`src/rtl/aoi_array_pipe.sv`:
```
`default_nettype none
// ============================================================================
// Module   : aoi_array_pipe
// Purpose  : Parametrised bank of CHANNELS and-or-invert gates, each the NOR of
//            TERMS maskable INPUTS-wide AND terms, behind a stallable valid
//            pipeline of PIPE registers. Optional per-channel output toggle
//            counters are enabled by defining AOI_TOGGLE_CNT_EN.
// Revision : 1.0  initial release
// ============================================================================
module aoi_array_pipe #(
    parameter int CHANNELS = 2,
    parameter int TERMS    = 2,
    parameter int INPUTS   = 2,
    parameter int PIPE     = 2,
    parameter int CNT_W    = 8
) (
    input  logic                               clk,
    input  logic                               reset,
    input  logic                               in_valid,
    input  logic [CHANNELS*TERMS*INPUTS-1:0]   in_data,
    input  logic [CHANNELS*TERMS-1:0]          term_en,
    input  logic                               stall,
    output logic                               out_valid,
    output logic [CHANNELS-1:0]                out_y,
    input  logic                               cnt_clr,
    output logic [CHANNELS*CNT_W-1:0]          toggle_cnt
);

    localparam int c_NTERM = CHANNELS * TERMS;

    logic [c_NTERM-1:0]  w_term;
    logic [CHANNELS-1:0] w_y;

    // Combinational AOI evaluation feeding the first pipeline register.
    for (genvar c = 0; c < CHANNELS; c++) begin : g_ch
        for (genvar t = 0; t < TERMS; t++) begin : g_term
            assign w_term[c*TERMS+t] = term_en[c*TERMS+t]
                                     & (&in_data[((c*TERMS)+t)*INPUTS +: INPUTS]);
        end
        assign w_y[c] = ~|w_term[c*TERMS +: TERMS];
    end

    logic [PIPE-1:0]     r_vld;
    logic [CHANNELS-1:0] r_y   [PIPE];
    logic [PIPE-1:0]     w_vin;
    logic [CHANNELS-1:0] w_yin [PIPE];

    for (genvar s = 0; s < PIPE; s++) begin : g_stage
        if (s == 0) begin : g_head
            assign w_vin[s] = in_valid;
            assign w_yin[s] = w_y;
        end else begin : g_body
            assign w_vin[s] = r_vld[s-1];
            assign w_yin[s] = r_y[s-1];
        end

        // y is loaded only with valid data, so a bubble leaves the previous
        // result in place and out_y naturally holds while out_valid is low.
        always_ff @(posedge clk) begin
            if (reset) begin
                r_vld[s] <= 1'b0;
                r_y[s]   <= '1;
            end else if (!stall) begin
                r_vld[s] <= w_vin[s];
                if (w_vin[s]) begin
                    r_y[s] <= w_yin[s];
                end
            end
        end
    end

    assign out_valid = r_vld[PIPE-1];
    assign out_y     = r_y[PIPE-1];

`ifdef AOI_TOGGLE_CNT_EN
    logic                w_ld_last;
    logic [CNT_W-1:0]    r_cnt [CHANNELS];

    assign w_ld_last = !stall && w_vin[PIPE-1];

    for (genvar c = 0; c < CHANNELS; c++) begin : g_cnt
        always_ff @(posedge clk) begin
            if (reset || cnt_clr) begin
                r_cnt[c] <= '0;
            end else if (w_ld_last && (w_yin[PIPE-1][c] != r_y[PIPE-1][c])
                         && !(&r_cnt[c])) begin
                r_cnt[c] <= r_cnt[c] + CNT_W'(1);
            end
        end
        assign toggle_cnt[c*CNT_W +: CNT_W] = r_cnt[c];
    end
`else
    logic w_unused_cnt_clr;

    assign w_unused_cnt_clr = cnt_clr;
    assign toggle_cnt       = '0;
`endif

endmodule
`default_nettype wire

```
`config.mk`:
```
export PLATFORM = sky130hd
export DESIGN_NAME = aoi_array_pipe
export DESIGN_NICKNAME = d
export VERILOG_FILES = /design/src/rtl/aoi_array_pipe.sv
export SDC_FILE = /design/constraint.sdc
export NUM_CORES = 1
export LEC_CHECK = 0
export CORE_AREA = 2 2 39 41
export CTS_CLUSTER_SIZE = 20
export DETAILED_ROUTE_END_ITERATION = 10
export DIE_AREA = 0 0 41 43
export PLACE_DENSITY = 0.74
export SETUP_SLACK_MARGIN = 0.05
export SLEW_MARGIN = 20
export SYNTH_ARGS = -nofsm -noshare
export SYNTH_HDL_FRONTEND = slang
export SYNTH_SLANG_ARGS = --single-unit
```
`constraint.sdc`:
```
create_clock -name clk -period 1.7 [get_ports clk]
set_input_delay 0.34 -clock clk [delete_from_list [all_inputs] [get_ports clk]]
set_output_delay 0.34 -clock clk [all_outputs]
set_load 0.03 [all_outputs]
```
Word level (Yosys, flattened, before mapping)
Memory sizes are Yosys's and may differ from the RTL's.
Index checks and enable logic that the tools add are counted.
Word-level totals
  flip-flop bits (word level): 2
  bits in writable memories: 4
  bits of input ports: 17
  output and inout bits: 19
  logic and storage cells: 29
  memories kept: 1
Memory list
  r_y: words 2, bits a word 2, read ports 2, clocked after Yosys merged registers in 0, write ports 2, RTL line 44  | logic [CHANNELS-1:0] r_y [PIPE];
Cells by class
  muxes and demuxes: 12
  bitwise operators: 6
  reductions and logical operators: 8
Operator list (number)
  $mux W1: 10
  $reduce_and A2 Y1: 4
  $and A1 B1 Y1: 4
  $mux W2: 2
  $reduce_or A2 Y1: 2
  $logic_not A1 Y1: 2
  $or A1 B1 Y1: 2

Logic depth before layout (Yosys ltp)
  depth in word-level cells: 5
  depth in mapped cells: 2
  mapped depth without buffers: 2

Worst setup path before layout
Ideal clock, no wire load.
  path type: input to register
  start: input stall
  end: memory r_y[1][0] (data pin)
  setup time: 265 ps
  arrival: 749 ps
  required time: 1435 ps
  path slack: 686 ps
  stages on the path: 2
  path buffers: 0
  path through: nand2b_4 -> or3_1
RTL lines
  start, declared: RTL line 22  | input logic stall,
  end, declared: RTL line 44

Worst setup path after layout
  start: register r_vld[1] (netlist: out_valid)
  end: output out_valid
RTL lines
  start, declared: RTL line 43  | logic [PIPE-1:0] r_vld;
  start signal, assigned by index: RTL line 64  | r_vld[s] <= w_vin[s];
  end, declared: RTL line 23  | output logic out_valid,
No word-level cell between the ends.

==> flow_metrics.tcl <==
set metrics [dict create \
    ios 36 \
    period_needed_ns 1.57 \
    io_buffer_count 18 \
    grt_usage_pct 8.17 \
    syn_avg_cell_area_um2 9.85 \
    routed_via_density 3.82 \
    yosys_warnings 0 \
    cts_made_buffers 3 \
    ant_nets 0 \
    grt_pass1_wl_um 910 \
    irDropWorstVdd_uv 284 \
    cts_max_level 1 \
    max-clock-path-buffers 2 \
    antenna_found_initial 0 \
    final_hold_viol_count 0 \
    drive_above_1_share_pct 6.67 \
    num_antenna_cells 0 \
    nFillCells 141 \
    drt_iter0_drc 3 \
    status "finished, final reports clean" \
    area_growth_pct 42.3 \
    grtUsageMet1_pct 6.84 \
    cp_slowest_cell "clkdlybuf4s50_1" \
    cts.sinks 6 \
    crit_family "buffers and inverters" \
    ctsHoldBuffers 0 \
    cp.required_ns 1.36 \
    die_h_um 43 \
    drv_slew 0 \
    ys_seq_area_share_pct 41.7 \
    cts_tree "done" \
    clkLatencyLatePin_ns 0.25 \
    grt.met2_usage_pct 13.1 \
    die-area_mm2 0.00176 \
    powerDensity_mw_per_mm2 748 \
    grt_max_degree 9 \
    layout.nets 78 \
    path_buf_inv 1 \
    drc_errors 0 \
    wirelength_um 583 \
    core_area_mm2 0.00138 \
    syn_area_um2 384 \
    clock_skew_ns 0.00737 \
    cap_viol_max_count 0 \
    ctsRootBufferMaster "clkbuf_4" \
    syn_inst 39 \
    cts_setup_buffers 0 \
    clkSlewWorstSetupHoldPaths_ns 0.04 \
    crit_path_cell_trace "clkdlybuf4s50_1" \
    setup_viol 0 \
    dieWidth_um 41 \
    initial_core_util_pct 27.8 \
    path_max_fanout 2 \
    grt_pass1_vias 260 \
    dr.pass1.iters 2 \
    synth-seq-cells 6 \
    holdWs_ns 0.471 \
    post_cts_resized 0 \
    fin_setup_tns_ns 0 \
    startpoint_type "flop" \
    rows 14 \
    crit_type "reg2out" \
    grt-ovfl-total 0 \
    crit_arrival_ns 1.23 \
    gp_congestion 0.636 \
    vias 290 \
    wire_per_inst_um 7.67 \
    gr-max-usage-layer "met2" \
    p_leak_nw 0.215 \
    hp-class "reg2reg" \
    endpoint_kind "primary output" \
    synth_cell_types 11 \
    place_hpwl_um 506 \
    fmax_mhz 639 \
    rsz0062_at_grt "no" \
    use_met3_pct 4.71 \
    critical_path.max_stage_delay_ns 0.66 \
    period_share_pct 92.1 \
    r2r_setup_slack_ns 0.71 \
]
==> state kept, by name (all words and copies together) (netlist names) <==
signal and count:
r_y 4, r_vld 1, out_valid 1
==> cells by family after synthesis <==
| kind of cell | Yosys count | synth area share (%) |
|---|---|---|
| DFF | 6 | 41.7 |
| other | 1 | 0.976 |
| AOI/OAI and AO/OA | 4 | 7.17 |
| buffers and inverters | 16 | 31.3 |
| and+or+nand+nor | 12 | 18.9 |
==> final timing paths <==
path	endpoint	cells past startpoint	startpoint
worst max-delay path	out_valid	1	out_valid$_SDFFE_PP0N_
worst min-delay path	out_valid$_SDFFE_PP0N_	2	out_valid$_SDFFE_PP0N_
worst max register to register	r_y[1][1]$_SDFFCE_PN1P_	2	r_vld[0]$_SDFFE_PP0N_
worst min register to register	out_valid$_SDFFE_PP0N_	2	out_valid$_SDFFE_PP0N_
==> cells in the final DEF (no fill, tap or decap) <==
master / netlist / layout
a211o_1: 2 / 2
a21oi_1: 2 / 2
clkbuf_1: 0 / 1
clkbuf_4: 0 / 3
clkdlybuf4s50_1: 0 / 18
conb_1: 1 / 16
dfxtp_1: 2 / 2
edfxtp_1: 4 / 4
nand2_1: 2 / 2
nand2b_1: 3 / 3
nand2b_4: 1 / 1
nand3_1: 4 / 4
or3_1: 2 / 2
==> worst min-delay path: cells and delay by family, from the launching register on <==
kind,cells,cell delay [ns]
flip-flops,1,0.30
AND/OR/NAND/NOR,1,0.06
AO/OA/AOI/OAI,1,0.06
==> layer usage <==
| metal | vias up | wire length (um) |
|---|---|---|
| met1 | 124 | 174 |
| met5 | - | 0 |
| met4 | 0 | 0 |
| met2 | 24 | 314 |
| met3 | 0 | 94 |
| li1 | 142 | - |
==> report_power, final <==
part / internal, mW / total (mW) / switching (mW)
clock network: 0.0890 / 0.143 / 0.0538
registers: 0.162 / 0.165 / 0.00242
logic: 0.0385 / 0.101 / 0.0628
==> stage by stage <==
step / power (mW) / instances / util [%] / worst slack [ns] / area, um^2
floorplan: 0.256 / 54 / - / 0.686 / 440
detailed placement: 0.269 / 72 / 37.6 / 0.149 / 520
global route: 0.433 / 76 / 39.5 / 0.0750 / 547
global placement: 0.267 / 72 / 37.6 / 0.177 / 520
CTS: 0.416 / 76 / 39.5 / 0.113 / 547
finish: 0.409 / 76 / 39.5 / 0.134 / 547
==> cells in the mapped netlist <==
library cell	count	area (um^2)
edfxtp_1	4	120
or3_1	2	12.5
a21oi_1	2	10.0
nand2b_1	3	18.8
nand2b_4	1	13.8
conb_1	1	3.75
a211o_1	2	17.5
buf_4	16	120
dfxtp_1	2	40.0
nand3_1	4	20.0
nand2_1	2	7.51
==> area by class of cell <==
class                           count  area (um^2)  area share, %
Clock buffer                        4         26.3           4.81
Multi-Input combinational cell     32          160           29.3
Sequential cell                     6          160           29.3
Tap cell                           16         20.0           3.66
Timing Repair Buffer               18          180           33.0
(Power assumes the default switching activity.)
